### config.mk
export PLATFORM = sky130hd
export DESIGN_NAME = writeback
export DESIGN_NICKNAME = d
export VERILOG_FILES = /design/src/rtl/writeback.sv
export SDC_FILE = /design/constraint.sdc
export NUM_CORES = 1
export LEC_CHECK = 0
export ABC_AREA = 1
export CAP_MARGIN = 0
export CORE_ASPECT_RATIO = 2
export CORE_MARGIN = 2
export CORE_UTILIZATION = 45
export CTS_CLUSTER_DIAMETER = 30
export DETAILED_ROUTE_END_ITERATION = 10
export PLACE_DENSITY = 0.84
export SLEW_MARGIN = 20
export SYNTH_ARGS = -nofsm -noshare
export SYNTH_HDL_FRONTEND = slang
export SYNTH_SLANG_ARGS = --single-unit
### constraint.sdc
create_clock -name clk -period 3 [get_ports clk]
set_input_delay 0.45 -clock clk [delete_from_list [all_inputs] [get_ports clk]]
set_output_delay 0.45 -clock clk [all_outputs]
set_load 0.02 [all_outputs]
### src/rtl/writeback.sv
// Writeback stage: retires ALU results, jump links and loads into the register file.
// Optional load-wait timeout with sticky error flag is compiled in under WB_LD_TIMEOUT_EN.

package wb_pkg;
  localparam logic [2:0] LD_LB  = 3'd0;
  localparam logic [2:0] LD_LH  = 3'd1;
  localparam logic [2:0] LD_LW  = 3'd2;
  localparam logic [2:0] LD_LBU = 3'd4;
  localparam logic [2:0] LD_LHU = 3'd5;

  typedef struct packed {
    logic        valid;
    logic [4:0]  rd_ind;
    logic [31:0] reg_dat;
    logic        jmp_take;
    logic [31:0] jmp_addr;
    logic        ld_en;
    logic [2:0]  ld_spec;
    logic [1:0]  ld_off;
  } e_w_WI;

  typedef struct packed {
    logic        flush;
    logic [31:0] redir_addr;
  } w_e_WI;
endpackage

// state   | meaning
// IDLE    | ready to accept an execute result
// LD_WAIT | load issued, waiting for mem_rvalid; upstream held
// FLUSH   | taken jump, flush held for FLUSH_CYC cycles, e_in discarded
module writeback
  import wb_pkg::*;
#(
  parameter int FLUSH_CYC   = 2,
  parameter int TIMEOUT_CYC = 16
) (
  input  logic        clk,
  input  logic        rst_n,
  input  e_w_WI       e_in,
  input  logic        stall_in,
  input  logic [31:0] mem_rdat,
  input  logic        mem_rvalid,
  output logic        rf_we,
  output logic [4:0]  rf_waddr,
  output logic [31:0] rf_wdat,
  output w_e_WI       w_out,
  output logic        stall_out,
  output logic        ld_err
);

  if (FLUSH_CYC < 1 || FLUSH_CYC > 15) begin : g_bad_flush
    $error("FLUSH_CYC out of range 1..15");
  end
  if (TIMEOUT_CYC < 2 || TIMEOUT_CYC > 255) begin : g_bad_tmo
    $error("TIMEOUT_CYC out of range 2..255");
  end

  typedef enum logic [1:0] {IDLE, LD_WAIT, FLUSH} state_e;

  state_e      state_q;
  logic        rf_we_q;
  logic [4:0]  rf_waddr_q;
  logic [31:0] rf_wdat_q;
  logic        flush_q;
  logic [31:0] redir_q;
  logic [3:0]  flush_cnt_q;
  logic [4:0]  ld_rd_q;
  logic [2:0]  ld_spec_q;
  logic [1:0]  ld_off_q;
  logic [31:0] ld_res_d;
  logic [7:0]  byte_sel;
  logic [15:0] half_sel;
  logic        accept;

`ifdef WB_LD_TIMEOUT_EN
  logic [7:0]  tmo_cnt_q;
  logic        ld_err_q;
`endif

  assign accept = (state_q == IDLE) && e_in.valid && !stall_in;

  always_comb begin
    byte_sel = mem_rdat[{ld_off_q, 3'b000} +: 8];
    half_sel = ld_off_q[1] ? mem_rdat[31:16] : mem_rdat[15:0];
    case (ld_spec_q)
      LD_LB:   ld_res_d = {{24{byte_sel[7]}}, byte_sel};
      LD_LBU:  ld_res_d = {24'h0, byte_sel};
      LD_LH:   ld_res_d = {{16{half_sel[15]}}, half_sel};
      LD_LHU:  ld_res_d = {16'h0, half_sel};
      default: ld_res_d = mem_rdat;
    endcase
  end

  always_ff @(posedge clk or negedge rst_n) begin
    if (!rst_n) begin
      state_q     <= IDLE;
      rf_we_q     <= 1'b0;
      rf_waddr_q  <= '0;
      rf_wdat_q   <= '0;
      flush_q     <= 1'b0;
      redir_q     <= '0;
      flush_cnt_q <= '0;
      ld_rd_q     <= '0;
      ld_spec_q   <= '0;
      ld_off_q    <= '0;
`ifdef WB_LD_TIMEOUT_EN
      tmo_cnt_q   <= '0;
      ld_err_q    <= 1'b0;
`endif
    end else begin
      // Write port is a one-cycle pulse; address/data read as zero otherwise.
      rf_we_q    <= 1'b0;
      rf_waddr_q <= '0;
      rf_wdat_q  <= '0;
      case (state_q)
        IDLE: begin
          if (accept) begin
            if (e_in.jmp_take) begin
              if (e_in.rd_ind != 5'd0) begin
                rf_we_q    <= 1'b1;
                rf_waddr_q <= e_in.rd_ind;
                rf_wdat_q  <= e_in.reg_dat;
              end
              flush_q     <= 1'b1;
              redir_q     <= e_in.jmp_addr;
              flush_cnt_q <= 4'(FLUSH_CYC - 1);
              state_q     <= FLUSH;
            end else if (e_in.ld_en) begin
              ld_rd_q   <= e_in.rd_ind;
              ld_spec_q <= e_in.ld_spec;
              ld_off_q  <= e_in.ld_off;
`ifdef WB_LD_TIMEOUT_EN
              tmo_cnt_q <= 8'(TIMEOUT_CYC - 1);
`endif
              state_q   <= LD_WAIT;
            end else if (e_in.rd_ind != 5'd0) begin
              rf_we_q    <= 1'b1;
              rf_waddr_q <= e_in.rd_ind;
              rf_wdat_q  <= e_in.reg_dat;
            end
          end
        end
        LD_WAIT: begin
          if (mem_rvalid) begin
            if (ld_rd_q != 5'd0) begin
              rf_we_q    <= 1'b1;
              rf_waddr_q <= ld_rd_q;
              rf_wdat_q  <= ld_res_d;
            end
            state_q <= IDLE;
          end
`ifdef WB_LD_TIMEOUT_EN
          else if (tmo_cnt_q == 8'd0) begin
            ld_err_q <= 1'b1;
            state_q  <= IDLE;
          end else begin
            tmo_cnt_q <= tmo_cnt_q - 8'd1;
          end
`endif
        end
        FLUSH: begin
          if (flush_cnt_q == 4'd0) begin
            flush_q <= 1'b0;
            redir_q <= '0;
            state_q <= IDLE;
          end else begin
            flush_cnt_q <= flush_cnt_q - 4'd1;
          end
        end
        default: state_q <= IDLE;
      endcase
    end
  end

  assign rf_we            = rf_we_q;
  assign rf_waddr         = rf_waddr_q;
  assign rf_wdat          = rf_wdat_q;
  assign w_out.flush      = flush_q;
  assign w_out.redir_addr = redir_q;
  assign stall_out        = (state_q == LD_WAIT);

`ifdef WB_LD_TIMEOUT_EN
  assign ld_err = ld_err_q;
`else
  assign ld_err = 1'b0;
`endif

endmodule

* Word level (Yosys, flattened, before mapping) *
Index checks and enable logic that the tools add are counted.

storage, ports and cells
  register bits after elaboration = 87
  input port bits = 113
  output and inout port bits = 73
  word-level logic and storage cells = 78

operators by class
  add/sub/neg operators = 1
  eq/ne operators = 11
  shifts and indexed selects = 1
  muxes and demuxes = 41
  bitwise operators = 1
  reductions and logical operators = 13

operators with widths
  cell                                                                count
  32-bit two-way mux                                                  9
  32-bit one-hot mux with 2 select lines                              2
  32-bit one-hot mux with 4 select lines                              1
  32-bit by 6-bit indexed part select with 8-bit output               1
  5-bit two-way mux                                                   6
  16-bit two-way mux                                                  1
  4-bit AND reduction                                                 4
  4-bit two-way mux                                                   3
  2-bit two-way mux                                                   5
  2-bit != test, second input constant                                5
  5-bit one-hot mux with 2 select lines                               1
  5-bit nonzero test                                                  2
  1-bit two-way mux                                                   9
  4-bit one-hot mux with 2 select lines                               1
  3-bit == test, second input constant                                2
  2-bit one-hot mux with 3 select lines                               1
  4-bit zero test                                                     1
  1-bit one-hot mux with 2 select lines                               2
  4-bit by 1-bit subtractor with 4-bit output, second input constant  1
  3-bit by 1-bit == test with 1-bit output, second input constant     1
  3-bit zero test                                                     1
  3-bit != test, second input constant                                1
  2-bit by 1-bit == test with 1-bit output, second input constant     1
  2-bit == test, second input constant                                1
  other kinds (5)                                                     6

* Longest topological paths before layout *
Gate-level depths: netlist of the first run.

  word-level depth = 6
  depth in mapped cells = 10
  depth with buffers taken out = 8

* Worst setup path before layout of the first run *
OpenSTA, ideal clock, no wires.

  kind = register to register
  from = register flush_cnt_q[0]
  to = register redir_q[24]
  setup time = 118 ps
  data arrival time = 1254 ps
  data required time = 2882 ps
  path slack = 1628 ps
  cell stages (with the launch flop) = 10
  buffers on the path = 2
  period minus slack after synthesis = 1372 ps
  path through = dfrtp_1 inv_1 ha_1 nand3_1 nand2_1 nand3_2 buf_6 buf_6 nand2_1 o21ai_2

on the way
  word-level cells in the longest chain between the ends = 3

ends and longest elaborated chain
  what                                  RTL line  source
  from (decl)                           67        logic [3:0] flush_cnt_q;
  from (signal assigned)                127       flush_cnt_q <= 4'(FLUSH_CYC - 1);
  from (signal assigned)                168       flush_cnt_q <= flush_cnt_q - 4'd1;
  4-bit zero test                       163       if (flush_cnt_q == 4'd0) begin
  2-bit != test (no source line)        n/a
  4-bit AND reduction (no source line)  n/a
  to (signal assigned)                  126       redir_q <= e_in.jmp_addr;
  to (decl)                             66        logic [31:0] redir_q;

Every way passes these cells.
A chain may end at the register's enable or synchronous reset.

* Worst setup path after layout of the first run *
  from = register state_q[1]
  to = output stall_out

on the way
  word-level cells in the longest chain between the ends = 1

ends and longest elaborated chain
  what                                      RTL line  source
  from (decl)                               61        state_e state_q;
  from (signal assigned)                    97        state_q <= IDLE;
  from (signal assigned)                    128       state_q <= FLUSH;
  from (signal assigned)                    136       state_q <= LD_WAIT;
  2-bit by 1-bit == test with 1-bit output  181       assign stall_out = (state_q == LD_WAIT);
  to (decl)                                 48        output logic stall_out,

Every way passes these cells.

==> summary.txt, run 1 <==
Synth
  • Synthesized area per cell: 7.501 um^2
  • Post-synthesis cell type count: 27
  • Post-Syn Instances: 599
  • Library cell with the highest instance count after synthesis: sky130_fd_sc_hd__nand2_1
  • Area share of the leading cell type in the synthesized netlist: between 40% and 50%
  • Area of the mapped netlist: 4493 um^2
  • Prevailing post-synth register cell: sky130_fd_sc_hd__dfrtp_1
  • Number of nets in the synthesized netlist: roughly 700
  • Sequential area share after synthesis: 48.45%
  • Fraction of registers with async set or reset after synthesis: 100.0%
  • Main area contributors after synthesis: sky130_fd_sc_hd__dfrtp_1, sky130_fd_sc_hd__nand2_1, sky130_fd_sc_hd__nand3_1
  • Yosys top cell by area: sky130_fd_sc_hd__dfrtp_1
  • Most common library cells after synthesis: sky130_fd_sc_hd__nand2_1, sky130_fd_sc_hd__dfrtp_1, sky130_fd_sc_hd__nand3_1
  • Total number of yosys warnings: 0
  • Count of flip-flops with a built-in enable after synthesis: 0
  • Yosys reg bits: between 80 and 90

Hold path
  • Type of the most critical hold path: input port to async pin

Critical path
  • Critical-path maximum fanout: 3
  • Worst r2r src: flush_cnt_q[0]$_DFFE_PN0P_
  • CP top delay family: buffers and inverters
  • CP bufs+invs: 3
  • Cell Chain, Critical Path: inv_1 -> nand2_1 -> inv_1 -> clkdlybuf4s50_1
  • Setup slack of the worst register-to-register path: 0.99 ns
  • Depth of the worst register-to-register path: 8
  • Endpoint type of the worst setup path: output pin
  • Cell with the most instances on the worst path: sky130_fd_sc_hd__inv_1
  • Required time worst endpoint: ~2.6 ns
  • Terminus of the critical flop-to-flop path: redir_q[4]$_DFFE_PN0P_
  • Cell at the slowest stage of the critical path: sky130_fd_sc_hd__clkdlybuf4s50_1
  • Startpoint type of the worst setup path: flip-flop
  • Delay contributed by the slowest stage of the critical path: 0.60 ns
  • Data arrival time of the critical path: 1.64 ns
  • Worst setup path category: flip-flop to output pin

Clock tree
  • Clock latency at the later pin of the worst-skew pair: 0.33 ns
  • Clock tree from TritonCTS: done
  • Maximum level of the CTS H-tree: 3
  • Sink Count: 87
  • Buffers inserted during post-CTS setup optimization: 0
  • Clock buffer count from CTS: 9
  • Quantity of gates resized following cts: 0
  • Buffer type at the clock tree root: sky130_fd_sc_hd__clkbuf_16
  • Clock transition at the registers of the reported paths: about 0.06 ns
  • Hold buffer count at cts: 0
  • Buffers from clock root to sink, at most: 2

Floorplanning
  • Starting density of the core: 46.32%
  • I/O pin cnt: 186
  • Total die area: 10850 um^2
  • Overall die height: 145.3 um
  • Die boundary width: 74.66 um
  • Number of placement rows: 51
  • Core Footprint: 9699 um^2

Pwr
  • Combinational power share: 42.6%
  • Part of the total power dissipated in the clock network: between 20% and 30%
  • Cell leakage power: about 3.3 nW
  • Power per standard cell area: 767.7 nW/um^2
  • Switching Fraction: roughly two fifths
  • Maximum vdd ir drop: 0.3503 mV
  • Internal: 0.003155 W
  • P_sw: between 0.0015 and 0.002 W
  • Portion of total power attributed to sequential cells: between 30% and 40%

Timing
  • Final hold viol count: 0
  • Transition time at the pin with the least slew margin: between 0.9 and 1 ns
  • Setup repair after global routing missed its margin: no
  • Setup violation total in the final timing report: 0
  • Slew Limit Fails: 0
  • Remaining max-slew budget at the tightest pin: 36.58%
  • TNS Setup: 0 ns
  • Share of the clock period used by the worst path after layout: 69.72%
  • Clock skew after layout: 0.005468 ns
  • Post-route minimum period: 2.092 ns
  • Fmax: 0.4781 GHz

Route
  • Post-route antenna net violation count: 0
  • Violation count after the first detailed-routing iteration: 248
  • Avg Vias per Cell: 5.093
  • DRC Markers: 0
  • Post-DR wirelength/cell: 14.80 um
  • Detailed-route via count: 4599
  • Final routed wirelength across all metal layers: ~13 mm
  • Number of iterations in the first detailed-routing pass: 6

Global routing
  • Antenna violations before repair: 0
  • Pin count of the biggest net entering global routing: 88
  • GRT Overall Usage: 25.08%
  • Number of global-route vias before repair: between 4000 and 5000
  • Gr ovfl total: 0
  • Wire length of the first global-routing pass: 21.23 mm

Finish
  • Non-filler instance count after layout: 903
  • Layout Area Growth over Synthesis: 48.01%
  • Antenna diode count: 0
  • Net count, final: 882
  • Layout cell share with drive strength beyond 1: approximately 6.1%

Placement
  • Post-DP HPWL: 10.06 mm
  • Final estimated routing congestion in global placement: approximately 0.94
  • Number of placed instances, taps included: 888
  • Buffers added on ports: 184

Run
  • Maxcap violations: 0

Status
  • Outcome: finished, final reports clean
routing by layer:
| metal | global-route usage [%] | wire, um | vias up |
|---|---|---|---|
| li1 | - | - | 2230 |
| met1 | 27.15 | 4753 | 2103 |
| met2 | 44.87 | 7210 | 228 |
| met3 | 4.375 | 922 | 38 |
| met4 | 12.14 | 482 | 0 |
| met5 | 0 | 0 | - |
worst max path at each step:
stage	to	depth (start not counted)	slack, ns	start
global route	redir_q[4]$_DFFE_PN0P_	8	0.79	flush_cnt_q[0]$_DFFE_PN0P_
CTS	stall_out	4	0.90	state_q[1]$_DFFE_PN0P_
detailed placement	redir_q[4]$_DFFE_PN0P_	7	0.71	e_in[76]
floorplan	redir_q[24]$_DFFE_PN0P_	9	1.63	flush_cnt_q[0]$_DFFE_PN0P_
global placement	redir_q[25]$_DFFE_PN0P_	7	0.79	e_in[76]
finish	stall_out	4	0.91	state_q[1]$_DFFE_PN0P_
per-stage QoR:
step           util, %  area (um^2)  hold WS, ns  setup WS, ns  power [W]
3_3_place_gp     65.31         6335       0.4650        0.7894   0.003838
2_1_floorplan        -         4493       0.1544         1.628   0.003075
3_5_place_dp     65.31         6335       0.4687        0.7064   0.003943
6_report         68.56         6650       0.1666        0.9084   0.005106
4_1_cts          68.52         6646       0.3536        0.8999   0.005133
5_1_grt          68.56         6650       0.2359        0.7884   0.005425
cell usage in the layout, fill, tap and decap left out, types with 2 or more instances in the layout:
cell                              count
sky130_fd_sc_hd__dfrtp_1             87
sky130_fd_sc_hd__ha_1                 2
sky130_fd_sc_hd__nand2_2              4
sky130_fd_sc_hd__nand2_1            223
sky130_fd_sc_hd__inv_1               41
sky130_fd_sc_hd__nand3_1             59
sky130_fd_sc_hd__o21ai_1             17
sky130_fd_sc_hd__o21ai_2             13
sky130_fd_sc_hd__clkdlybuf4s50_1    183
sky130_fd_sc_hd__nor2_1              50
sky130_fd_sc_hd__inv_2                4
sky130_fd_sc_hd__clkbuf_16            9
sky130_fd_sc_hd__nand4_1              2
sky130_fd_sc_hd__a21oi_1             23
sky130_fd_sc_hd__bufinv_16            2
sky130_fd_sc_hd__buf_4                6
sky130_fd_sc_hd__o211ai_1             3
sky130_fd_sc_hd__o21ai_0             29
registers in the layout, summed over array words and instances, names as in the netlist, 2 cells and up:
| register | count |
|---|---|
| ld_off_q | 2 |
| rf_wdat | 32 |
| ld_rd_q | 5 |
| state_q | 2 |
| ld_spec_q | 3 |
| rf_waddr | 5 |
| flush_cnt_q | 4 |
| redir_q | 32 |
layout make-up:
| class | instances | area (um^2) |
|---|---|---|
| Clock buffer | 10 | 229.0 |
| Tap cell | 132 | 165.2 |
| Multi-Input combinational cell | 434 | 1939 |
| Sequential cell | 87 | 2177 |
| Inverter | 45 | 168.9 |
| Timing Repair Buffer | 190 | 1888 |
| Clock inverter | 5 | 82.58 |
| Fill cell | 807 | 3049 |
power groups by stage:
stage	Sequential [W]	Combinational [W]	Clock, W
6_report	0.00176	0.00217	0.00117
3_3_place_gp	0.00175	0.00208	0
4_1_cts	0.00175	0.00218	0.00119
3_5_place_dp	0.00177	0.00217	0
2_1_floorplan	0.00197	0.00110	0
5_1_grt	0.00180	0.00239	0.00124
cell families after synthesis:
logic type / Yosys count / share of synthesized area (%)
and+or+nand+nor: 345 / 31.61
DFF: 87 / 48.45
AOI/OAI and AO/OA: 85 / 10.72
buffers and inverters: 78 / 8.382
adders and majority gates: 2 / 0.5569
xor gates and xnor gates: 1 / 0.1950
other: 1 / 0.08346
worst reg2reg max path, cell delays in order (launching register included):
cell and delay [ns]:
sky130_fd_sc_hd__dfrtp_1 0.40, sky130_fd_sc_hd__inv_1 0.13, sky130_fd_sc_hd__ha_1 0.17, sky130_fd_sc_hd__nand3_1 0.07
sky130_fd_sc_hd__nand2_1 0.12, sky130_fd_sc_hd__nand3_2 0.43, sky130_fd_sc_hd__buf_4 0.40, sky130_fd_sc_hd__nand2_1 0.08
sky130_fd_sc_hd__o21ai_0 0.09
Power figures use the tool's default switching activity.
==> run 2, diff against run 1 <==
--- a/config.mk
+++ b/config.mk
@@ -9,10 +9,10 @@
 export CAP_MARGIN = 0
 export CORE_ASPECT_RATIO = 2
 export CORE_MARGIN = 2
-export CORE_UTILIZATION = 45
+export CORE_UTILIZATION = 39
 export CTS_CLUSTER_DIAMETER = 30
 export DETAILED_ROUTE_END_ITERATION = 10
-export PLACE_DENSITY = 0.84
+export PLACE_DENSITY = 0.77
 export SLEW_MARGIN = 20
 export SYNTH_ARGS = -nofsm -noshare
 export SYNTH_HDL_FRONTEND = slang
==> constraint.sdc (replaced) <==
create_clock -name clk -period 1.81 [get_ports clk]
set_input_delay 0.2715 -clock clk [delete_from_list [all_inputs] [get_ports clk]]
set_output_delay 0.2715 -clock clk [all_outputs]
set_load 0.02 [all_outputs]
==> summary.txt, run 2 (synthesis gave the netlist of run 1 again) <==
Finish
  • Layout Area Growth over Synthesis: 50.35% (was 48.01%)
  • Antenna diode count: 0 (unchanged)
  • Most common cell after layout, fill and taps aside: sky130_fd_sc_hd__nand2_1 (unchanged)
  • Net count, final: 894 (was 882)
  • Layout cell share with drive strength beyond 1: 7.280% (was 6.096%)
  • Final design instance area without fill: 6755 um^2 (was 6650 um^2)
  • Most frequent cells in the layout: sky130_fd_sc_hd__nand2_1, sky130_fd_sc_hd__clkdlybuf4s50_1, sky130_fd_sc_hd__dfrtp_1 (unchanged)

Floorplanning
  • Die boundary width: 79.90 um (was 74.66 um)
  • Starting density of the core: 39.81% (was 46.32%)
  • Overall die height: 155.8 um (was 145.3 um)
  • Number of placement rows: 55 (was 51)
  • Core Footprint: 11290 um^2 (was 9699 um^2)
  • I/O pin cnt: 186 (unchanged)
  • Total die area: 12450 um^2 (was 10850 um^2)

Global routing
  • Wire length of the first global-routing pass: 22.38 mm (was 21.23 mm)
  • Number of global-route vias before repair: 4727 (was 4550)
  • Gr ovfl total: 0 (unchanged)
  • GRT Overall Usage: 23.00% (was 25.08%)
  • Antenna violations before repair: 0 (unchanged)
  • Pin count of the biggest net entering global routing: 67 (was 88)

Critical path
  • Terminus of the critical flop-to-flop path: rf_wdat[6]$_DFF_PN0_ (was redir_q[4]$_DFFE_PN0P_)
  • Cell with the most instances on the worst path: sky130_fd_sc_hd__inv_1 (unchanged)
  • Cell Chain, Critical Path: inv_1 -> nand2_1 -> inv_1 -> dlygate4sd2_1 (was inv_1 -> nand2_1 -> inv_1 -> clkdlybuf4s50_1)
  • Setup slack of the worst register-to-register path: 0.23 ns (was 0.99 ns)
  • Depth of the worst register-to-register path: 8 (unchanged)
  • Worst setup path category: flip-flop to output pin (unchanged)
  • Startpoint type of the worst setup path: flip-flop (unchanged)
  • Cell at the slowest stage of the critical path: sky130_fd_sc_hd__dfrtp_1 (was sky130_fd_sc_hd__clkdlybuf4s50_1)
  • Required time worst endpoint: 1.54 ns (was 2.55 ns)
  • Endpoint type of the worst setup path: output pin (unchanged)
  • Delay contributed by the slowest stage of the critical path: 0.38 ns (was 0.60 ns)
  • Worst r2r src: ld_spec_q[1]$_DFFE_PN0P_ (was flush_cnt_q[0]$_DFFE_PN0P_)
  • Data arrival time of the critical path: 1.38 ns (was 1.64 ns)
  • Critical-path maximum fanout: 3 (unchanged)

Timing
  • Final hold viol count: 0 (unchanged)
  • TNS Setup: 0 ns (unchanged)
  • Slew Limit Fails: 0 (unchanged)
  • Setup violation total in the final timing report: 0 (unchanged)
  • Fmax: approximately 0.6 GHz
  • Clock skew after layout: 0.007203 ns (was 0.005468 ns)
  • Post-route minimum period: 1.650 ns
  • Worst hold margin: 0.3767 ns (was 0.1666 ns)
  • Setup repair after global routing missed its margin: no (unchanged)
  • Share of the clock period used by the worst path after layout: 91.15%

Placement
  • Post-DP HPWL: 10.72 mm (was 10.06 mm)
  • Final estimated routing congestion in global placement: 0.9598 (was 0.9375)
  • Buffers added on ports: 184 (unchanged)
  • DP Area: 6480 um^2 (was 6335 um^2)

Clock tree
  • Maximum level of the CTS H-tree: 3 (unchanged)
  • Buffers from clock root to sink, at most: 2 (unchanged)
  • Clock tree from TritonCTS: done (unchanged)
  • Buffers inserted during post-CTS setup optimization: 0 (unchanged)
  • Buffer type at the clock tree root: sky130_fd_sc_hd__clkbuf_16 (unchanged)
  • Clock buffer count from CTS: 9 (unchanged)
  • Clock latency at the later pin of the worst-skew pair: 0.34 ns (was 0.33 ns)
  • Clock transition at the registers of the reported paths: 0.06 ns (about the same)
  • Sink Count: 87 (unchanged)

Route
  • Post-DR wirelength/cell: 15.12 um (was 14.80 um)
  • DRC Markers: 0 (unchanged)
  • Post-route antenna net violation count: 0 (unchanged)
  • Violation count after the first detailed-routing iteration: 313 (was 248)
  • Number of iterations in the first detailed-routing pass: 7 (was 6)
  • Avg Vias per Cell: 4.985 (was 5.093)
  • Final routed wirelength across all metal layers: 13.99 mm (was 13.37 mm)
  • Detailed-route via count: 4611 (was 4599)

Pwr
  • Maximum vdd ir drop: 0.5998 mV (was 0.3503 mV)
  • Cell leakage power: 3.308 nW (was 3.259 nW)
  • Power per standard cell area: 1237 nW/um^2 (was 767.7 nW/um^2)

Status
  • Outcome: finished, final reports clean (unchanged)

Run
  • Maxcap violations: 0 (unchanged)

Hold path
  • Type of the most critical hold path: input port to async pin (unchanged)
-- run 2: cell count changes in the layout (fill, tap and decap cells not counted) --
cell and delta:
sky130_fd_sc_hd__buf_12 +4, sky130_fd_sc_hd__buf_4 +8, sky130_fd_sc_hd__buf_6 -1, sky130_fd_sc_hd__bufinv_16 -2
sky130_fd_sc_hd__clkbuf_1 +1, sky130_fd_sc_hd__clkbuf_8 +1, sky130_fd_sc_hd__clkdlybuf4s50_1 -1, sky130_fd_sc_hd__clkinv_4 -1
sky130_fd_sc_hd__clkinvlp_4 +2, sky130_fd_sc_hd__dlygate4sd2_1 +1, sky130_fd_sc_hd__dlygate4sd3_1 +1, sky130_fd_sc_hd__inv_6 -1
-- run 2: power breakdown --
group          switching, W  leakage, nW  internal (W)
sequential         0.000352         1.13       0.00248
clock              0.000743        0.125      0.000959
combinational       0.00218         2.05       0.00163
-- run 2: area by class of cell --
| type | instances | area (um^2) |
|---|---|---|
| Timing Repair Buffer | 202 | 2026 |
| Fill cell | 1034 | 4531 |
| Clock inverter | 3 | 20.02 |
| Inverter | 45 | 168.9 |
| Tap cell | 142 | 177.7 |
| Clock buffer | 12 | 246.5 |
| Multi-Input combinational cell | 434 | 1939 |
| Sequential cell | 87 | 2177 |
-- run 2: critical path, delay by kind of cell (launching register included) --
kind / cells / cell delay, ns
AND/OR/NAND/NOR: 1 / 0.13
flip-flops: 1 / 0.38
buffers and inverters: 3 / 0.53
-- run 2: worst max path at each step --
stage	from	end	slack [ns]	cells after the start
3_5_place_dp	stall_in	redir_q[8]$_DFFE_PN0P_	0.1	8
2_1_floorplan	flush_cnt_q[0]$_DFFE_PN0P_	redir_q[24]$_DFFE_PN0P_	0.44	9
4_1_cts	state_q[1]$_DFFE_PN0P_	stall_out	0.15	4
3_3_place_gp	stall_in	redir_q[21]$_DFFE_PN0P_	0.18	8
5_1_grt	state_q[0]$_DFFE_PN0P_	redir_q[19]$_DFFE_PN0P_	0.11	6
6_report	state_q[1]$_DFFE_PN0P_	stall_out	0.16	4
-- run 2: through the flow --
step	std cells	total power, W	util [%]	worst slack (ns)
floorplan	599	0.005096	-	0.4380
global placement	909	0.006537	57.42	0.1802
detailed placement	909	0.006680	57.42	0.09839
CTS	925	0.008424	59.86	0.1479
global route	925	0.008925	59.86	0.1051
finish	925	0.008355	59.86	0.1602
-- run 2: repair_timing --
item,CTS,global route
setup endpoints to repair,1,0
hold buffers,1,0
resized for setup,1,0
endpoints found under the hold margin,22,0
-- run 2: metal layers --
| metal | vias up | global-route usage, % | share of wire, % |
|---|---|---|---|
| met2 | 183 | 41.47 | 55 |
| met3 | 35 | 4.282 | 5.2 |
| met4 | 0 | 11.86 | 3.6 |
| met1 | 2145 | 24.84 | 36 |
| met5 | - | 0 | 0 |
| li1 | 2248 | - | - |
